**config.mk**
```make
export PLATFORM = sky130hd
export DESIGN_NAME = wb_trace_buffer
export DESIGN_NICKNAME = d
export VERILOG_FILES = /design/src/rtl/wb_trace_pkg.sv /design/src/rtl/trace_fifo_mem.sv /design/src/rtl/wb_trace_buffer.sv
export SDC_FILE = /design/constraint.sdc
export NUM_CORES = 1
export LEC_CHECK = 0
export BUFFER_PORTS_ARGS = -buffer_cell sky130_fd_sc_hd__buf_2
export CAP_MARGIN = 40
export CORE_AREA = 5 5 346 348
export CTS_BUF_LIST = sky130_fd_sc_hd__clkbuf_16
export DETAILED_ROUTE_END_ITERATION = 8
export DIE_AREA = 0 0 351 353
export PLACE_DENSITY = 0.59
export SYNTH_ARGS = -nofsm -noshare
export SYNTH_HDL_FRONTEND = slang
export SYNTH_SLANG_ARGS = --single-unit
```
**constraint.sdc**
```tcl
create_clock -name clk -period 7.5 [get_ports clk]
set_input_delay 0 -clock clk [delete_from_list [all_inputs] [get_ports clk]]
set_output_delay 0 -clock clk [all_outputs]
set_load 0.03 [all_outputs]
```
**src/rtl/wb_trace_pkg.sv**
```systemverilog
// Shared record layout for the write-back trace buffer.
package wb_trace_pkg;
  localparam int TRACE_REC_W = 73;
  localparam int PC_LSB      = 41;
  localparam int WEN_LSB     = 37;
  localparam int WNUM_LSB    = 32;
  localparam int WDATA_LSB   = 0;

  // Field order matches the offsets above: pc[72:41] wen[40:37] wnum[36:32] wdata[31:0].
  typedef struct packed {
    logic [31:0] pc;
    logic [3:0]  wen;
    logic [4:0]  wnum;
    logic [31:0] wdata;
  } trace_rec_t;
endpackage

```
**src/rtl/trace_fifo_mem.sv**
```systemverilog
// Trace record storage: one synchronous write port, one asynchronous read port, no reset.
module trace_fifo_mem
  import wb_trace_pkg::*;
#(
  parameter int DEPTH  = 16,
  parameter int ADDR_W = $clog2(DEPTH)
) (
  input  logic              clk,
  input  logic              we,
  input  logic [ADDR_W-1:0] waddr,
  input  trace_rec_t        wdata,
  input  logic [ADDR_W-1:0] raddr,
  output trace_rec_t        rdata
);
  trace_rec_t mem [DEPTH];

  always_ff @(posedge clk) begin
    if (we) mem[waddr] <= wdata;
  end

  assign rdata = mem[raddr];
endmodule

```
**src/rtl/wb_trace_buffer.sv**
```systemverilog
// Captures CPU write-back records into a FIFO and drains them over valid/ready.
// Define WB_TRACE_R0_FILTER_EN to ignore writes to register $0.
module wb_trace_buffer
  import wb_trace_pkg::*;
#(
  parameter int DEPTH = 16,
  parameter int CNT_W = 16
) (
  input  logic                     clk,
  input  logic                     reset,
  input  logic                     trace_en,
  input  logic [31:0]              wb_pc,
  input  logic [3:0]               wb_rf_wen,
  input  logic [4:0]               wb_rf_wnum,
  input  logic [31:0]              wb_rf_wdata,
  output logic                     out_valid,
  input  logic                     out_ready,
  output logic [31:0]              out_pc,
  output logic [3:0]               out_wen,
  output logic [4:0]               out_wnum,
  output logic [31:0]              out_wdata,
  output logic [$clog2(DEPTH):0]   level,
  output logic                     overflow,
  output logic [CNT_W-1:0]         drop_cnt,
  input  logic                     clr_ovf
);
  localparam int ADDR_W = $clog2(DEPTH);
  localparam int LVL_W  = ADDR_W + 1;

  logic [ADDR_W-1:0] rd_ptr, wr_ptr;
  logic              cap, push, pop, drop;
  trace_rec_t        wr_rec, head;

`ifdef WB_TRACE_R0_FILTER_EN
  assign cap = trace_en && (wb_rf_wen != 4'b0000) && (wb_rf_wnum != 5'd0);
`else
  assign cap = trace_en && (wb_rf_wen != 4'b0000);
`endif

  assign out_valid = (level != '0);
  assign pop       = out_valid && out_ready;
  // A pop on a full FIFO frees the slot in the same cycle.
  assign push      = cap && ((level < LVL_W'(DEPTH)) || pop);
  assign drop      = cap && !push;

  assign wr_rec = '{pc: wb_pc, wen: wb_rf_wen, wnum: wb_rf_wnum, wdata: wb_rf_wdata};

  trace_fifo_mem #(.DEPTH(DEPTH), .ADDR_W(ADDR_W)) u_mem (
    .clk   (clk),
    .we    (push),
    .waddr (wr_ptr),
    .wdata (wr_rec),
    .raddr (rd_ptr),
    .rdata (head)
  );

  // Head fields read as zero when empty so reset presents a clean record.
  assign out_pc    = out_valid ? head.pc    : '0;
  assign out_wen   = out_valid ? head.wen   : '0;
  assign out_wnum  = out_valid ? head.wnum  : '0;
  assign out_wdata = out_valid ? head.wdata : '0;

  always_ff @(posedge clk or posedge reset) begin
    if (reset) begin
      rd_ptr <= '0;
      wr_ptr <= '0;
      level  <= '0;
    end else begin
      if (push) wr_ptr <= wr_ptr + 1'b1;
      if (pop)  rd_ptr <= rd_ptr + 1'b1;
      case ({push, pop})
        2'b10:   level <= level + 1'b1;
        2'b01:   level <= level - 1'b1;
        default: level <= level;
      endcase
    end
  end

  // A drop in the same cycle as clr_ovf restarts the count at one.
  always_ff @(posedge clk or posedge reset) begin
    if (reset) begin
      overflow <= 1'b0;
      drop_cnt <= '0;
    end else if (drop) begin
      overflow <= 1'b1;
      if (clr_ovf)              drop_cnt <= CNT_W'(1);
      else if (drop_cnt != '1)  drop_cnt <= drop_cnt + 1'b1;
    end else if (clr_ovf) begin
      overflow <= 1'b0;
      drop_cnt <= '0;
    end
  end
endmodule

```
# Word level (Yosys, flattened, before mapping)
# Memories as Yosys holds them, arrays and structs flattened.
# Cells that the tools add are included.
# totals
regBits	30
latch_bits	0
ram_bits	1168
rom_bits	0
out_inout_bits	96
elab_cells	40
n_memories	1
# op_classes
n_addsub	5
mul	0
div_mod_pow	0
magnitude_cmp	1
eq_ne	3
shift	0
n_mux	13
bitwise_logic	0
reduce_logical	12
# memory_table
name	words	word_bits	rd	rd_clocked_by_memory_dff	wr	line_no	text
u_mem.mem	16	73	1	0	1	trace_fifo_mem.sv:15	trace_rec_t mem [DEPTH];
# op_table
cell	count
16-bit two-way mux	4
32-bit two-way mux	2
16-bit by 1-bit adder with 16-bit output (second input constant)	1
16-bit != test (second input constant)	1
5-bit one-hot mux with 2 select lines	1
4-bit by 1-bit adder with 4-bit output (second input constant)	2
2-bit nonzero test	3
5-bit by 1-bit adder with 5-bit output (second input constant)	1
5-bit < comparator (second input constant)	1
5-bit two-way mux	1
5-bit nonzero test	1
5-bit by 1-bit subtractor with 5-bit output (second input constant)	1
1-bit logical AND	4
1-bit two-way mux	4
4-bit two-way mux	1
4-bit nonzero test	1
2-bit by 1-bit == test with 1-bit output (second input constant)	1
2-bit == test (second input constant)	1
2-bit AND reduction	1
1-bit logical NOT	1
1-bit logical OR	1

# Depth between registers and ports, before layout
# depth
depth_word	8
mapped_depth	14
ltp_nobuf	11

# Cells and area by module
# Synthesis repeated with hierarchy kept, for this count alone.
# unflattened
hier_cells	2078
hier_area_um2	46025.4
# by_module_without_submodules
module	n_inst	cells_per_inst	area_per_inst_um2	seq_area_each_um2
trace_fifo_mem	1	1802	43665.6	35073.6
wb_trace_buffer	1	276	2359.8	750.7

# Worst setup path before layout
# Ideal clock, no wire load.
# synth_timing
kind	register -> register
start	reg level[4]
end	mem u_mem.mem[3][0] in the netlist's numbering (enable)
setup_time_ns	0.593
arrival_time_ns	6.366
t_required_ns	6.907
slack_ns	0.541
stages_incl_launch_ff	6
path_buffers	1
period_less_slack_ns	6.959
path_cell_list	dfrtp_1 -> buf_6 -> nor2b_1 -> nor2_1 -> nand2_1 -> nor3_1
# synth_between
elab_chain_cells	6
elab_cells_between_ends	7
classes_between	1 x order compare; 2 x mux; 4 x reduce/logical
# synth_rtl
item	line_no	text
start, declared	wb_trace_buffer.sv:22	output logic [$clog2(DEPTH):0] level,
start signal, assigned	wb_trace_buffer.sv:72	2'b10: level <= level + 1'b1;
start signal, assigned	wb_trace_buffer.sv:73	2'b01: level <= level - 1'b1;
start signal, assigned	wb_trace_buffer.sv:74	default: level <= level;
parallel branches: the longest is 2 deep, another holds 5-bit < comparator	n/a	
1-bit logical OR *	wb_trace_buffer.sv:43	assign push = cap && ((level < LVL_W'(DEPTH)) || pop);
1-bit logical AND *	wb_trace_buffer.sv:43	
1-bit two-way mux *	trace_fifo_mem.sv:18	if (we) mem[waddr] <= wdata;
1-bit two-way mux (not written as such) *	trace_fifo_mem.sv:18	
end, declared	trace_fifo_mem.sv:15	
# Mark *: on every way between the ends.

# Final worst setup path
# layout_timing
start	reg rd_ptr[3]
end	out out_pc[27]
# layout_between
elab_chain_cells	2
# layout_rtl
item	line_no	text
start, declared	wb_trace_buffer.sv:30	logic [ADDR_W-1:0] rd_ptr, wr_ptr;
start signal, assigned	wb_trace_buffer.sv:70	if (pop) rd_ptr <= rd_ptr + 1'b1;
memory read 16 x 73 bit	n/a	
32-bit two-way mux	wb_trace_buffer.sv:58	assign out_pc = out_valid ? head.pc : '0;
end, declared	wb_trace_buffer.sv:18	output logic [31:0] out_pc,
# Every way passes these cells.

==> metrics.txt <==
status finished clean; reg2reg path depth 6; Mapped Nets 2095; synthesized flop and latch total 1198; Critical Path Most Common Cell buf_4; Max clock buf depth 3; commonest non-fill, non-tap cell in the layout edfxtp_1; row count 125; asr flop ratio synth between 2 and 3%; Final min period 4.555 ns; vias 21810; Slew Viols, Final 0; CP endpoint kind output port; post-CTS sizing 0; R2R setup slack roughly 3.7 ns; Hold-fix buffers, CTS 77; P_leak 0.01720 uW; DP Worst Slack 3.544 ns; height of the chip 353 um; CP cell instances buf_4 > buf_4 > mux4_2 > mux2_2 > a221o_1 > buf_2; reg2reg start level[4]$_DFFE_PP0P_; HP Start out_ready; Initial Util 39.82%; Synth Area in Simple Gates 2.372%; Final nets 2419; DR pass1 iterations 5; # Post-CTS Setup Buffers 0; WL final 105.1 mm; M1 WL 45.46 mm; post-synthesis instance area 46150 um^2; fin worst setup slack 2.945 ns; Slew @ Worst Pin 0.8797 ns; Fin. Hold Viols 0; first-pass GRT wire length 156.6 mm; Post-Syn Instances 2007; Slowest Stage Delay on Critical Path 0.91 ns; Pwr Density 374.8 nW/um^2; Hold EP rd_ptr[3]$_DFFE_PP0P_; I/O pin count around 170; setup TNS 0 ns; Worst Hold Class in -> reg; CP arrival between 4 and 5 ns; total die area 123900 um^2; via/cell ratio 5.516; EDFF count, synth 1168; DR top layer met5; hold path depth 4; met3 WL post-DR 6.349 mm; area growth from synthesis to layout 16.29%; Critical-path top delay cell dfrtp_4; largest family of logic cells by synthesized area multiplexers; period utilization 60.73%; CP startpoint rd_ptr[3]$_DFFE_PP0P_; Post-Synth Adder-Cell Area 0.2711%; filler cell count 9521; Initial DRC Count 1827; DRC 0; CTS Sinks 1198; CTS tree built; ys flop type edfxtp_1; cell count after placement around 3700; total gr overflow 0; CTS Root Cell clkbuf_16; GR Util All Layers 16.92%; PortBufs 173; Worst slew margin between 40% and 50%; Synth cell types 55; htree depth 3; CP Launch Type register; f_max 219.6 MHz; Synth Area in Compound Gates 2.158%; Final Skew slightly below 0.03 ns; final setup vio count 0; vias in the first global route about 23000; initial antenna violation count 11; Detail Route Antenna Nets 0; Worst-path clk slew approximately 0.060 ns; Setup CP Type reg -> out; commonest non-fill, non-tap cells in the layout 1168 x edfxtp_1, 292 x mux4_2, 174 x buf_2, 123 x clkbuf_16, 82 x nor2b_1; clock latency on the worst-skew pair between 0.6 and 0.7 ns; placed wire-length estimate 57.99 mm; sequential share of the synthesized area 77.63%; Max VDD drop between 200 and 250 uV; XOR/XNOR Fraction of Synth Area less than 1%; Crit Path Max Fanout 52; Mean Syn Cell Area around 23 um^2; drt wl/cell 26.58 um; # Max-Cap Violations 0; Die W 351 um; Post-Layout Cell Count 3954; core area 115900 um^2; Syn. warnings 0; gpl congestion 0.7541; routed wl met2 roughly 52 mm; RR Endpoint u_mem.mem[14][64]$_DFFE_PP_; layout cells sized above 1 32.34%; pin count of the biggest net entering global routing between 90 and 100; CTS Buf Count between 100 and 150; RSZ-0062 raised after global routing no; Critical Path RT around 7.5 ns; multiplexer area fraction after synthesis between 15 and 20%
synth_stat cells (all sizes together), types with 11 or more instances:
cell type  count  share of area, %
nor2          21              0.17
buf           62              0.77
mux4         292                14
nand2         21              0.17
nor2b         83               1.1
dfrtp         30               1.6
a221o         73               1.6
mux2          76               1.9
edfxtp      1168                76
nand3         13              0.14
clkbuf        46              0.37
a21oi         11              0.12
critical path, delay by kind of cell (launching register included):
family          cells  cell delay, ns
mux                 2            0.70
compound gates      1            0.36
flops               1            0.91
buf+inv             3            1.78
worst max path at each step:
| stage | cells past startpoint | endpoint |
|---|---|---|
| 3_3_place_gp | 8 | u_mem.mem[3][64]$_DFFE_PP_ |
| 2_1_floorplan | 5 | u_mem.mem[3][0]$_DFFE_PP_ |
| 6_report | 6 | out_pc[27] |
| 5_1_grt | 6 | out_pc[27] |
| 4_1_cts | 6 | out_pc[13] |
| 3_5_place_dp | 6 | out_pc[13] |
where the power goes:
group / switching (uW) / internal, uW
Combinational: 3740 / 2720
Clock: 2430 / 3080
Sequential: 250 / 7900
stage by stage:
step	power [uW]	cell area [um^2]	utilization, %	hold WS (ns)
6_report	20120	53670	46.31	0.1999
5_1_grt	21040	53660	46.30	0.1815
4_1_cts	20450	53650	46.29	0.1284
3_5_place_dp	14880	49260	42.51	0.1239
3_3_place_gp	14710	48920	42.21	0.1045
2_1_floorplan	12830	46150	-	0.09081
flip-flops by register name (all words and copies together) (netlist names):
name       cells
drop_cnt      16
level          5
overflow       1
rd_ptr         4
u_mem.mem   1168
wr_ptr         4
cells by family (layout without fill, tap and decap cells):
family	Yosys count	in the layout
muxes	371	371
buffers and inverters	116	533
AOI/OAI and AO/OA	112	112
and+or+nand+nor	190	190
DFF	1198	1198
other	0	6
adders and majority gates	10	10
xor gates and xnor gates	10	10
metal layers:
layer  vias up  global-route usage, %
li1       9216                      -
met3       125                  3.309
met5         -                      0
met1     11840                  23.78
met4         6                  3.508
met2       622                  27.83
cell type report:
| cell class | instances | area [um^2] | share of cell area, % |
|---|---|---|---|
| multi-input combinational | 693 | 9896 | 18.44 |
| clock inverter | 93 | 531.8 | 0.9909 |
| sequential | 1198 | 35840 | 66.78 |
| antenna | 6 | 15.01 | 0.02798 |
| tap | 1524 | 1907 | 3.553 |
| clock buffer | 123 | 3078 | 5.735 |
| inverter | 8 | 30.03 | 0.05596 |
| timing repair buffer | 309 | 2372 | 4.421 |
Power figures use the tool's default switching activity.
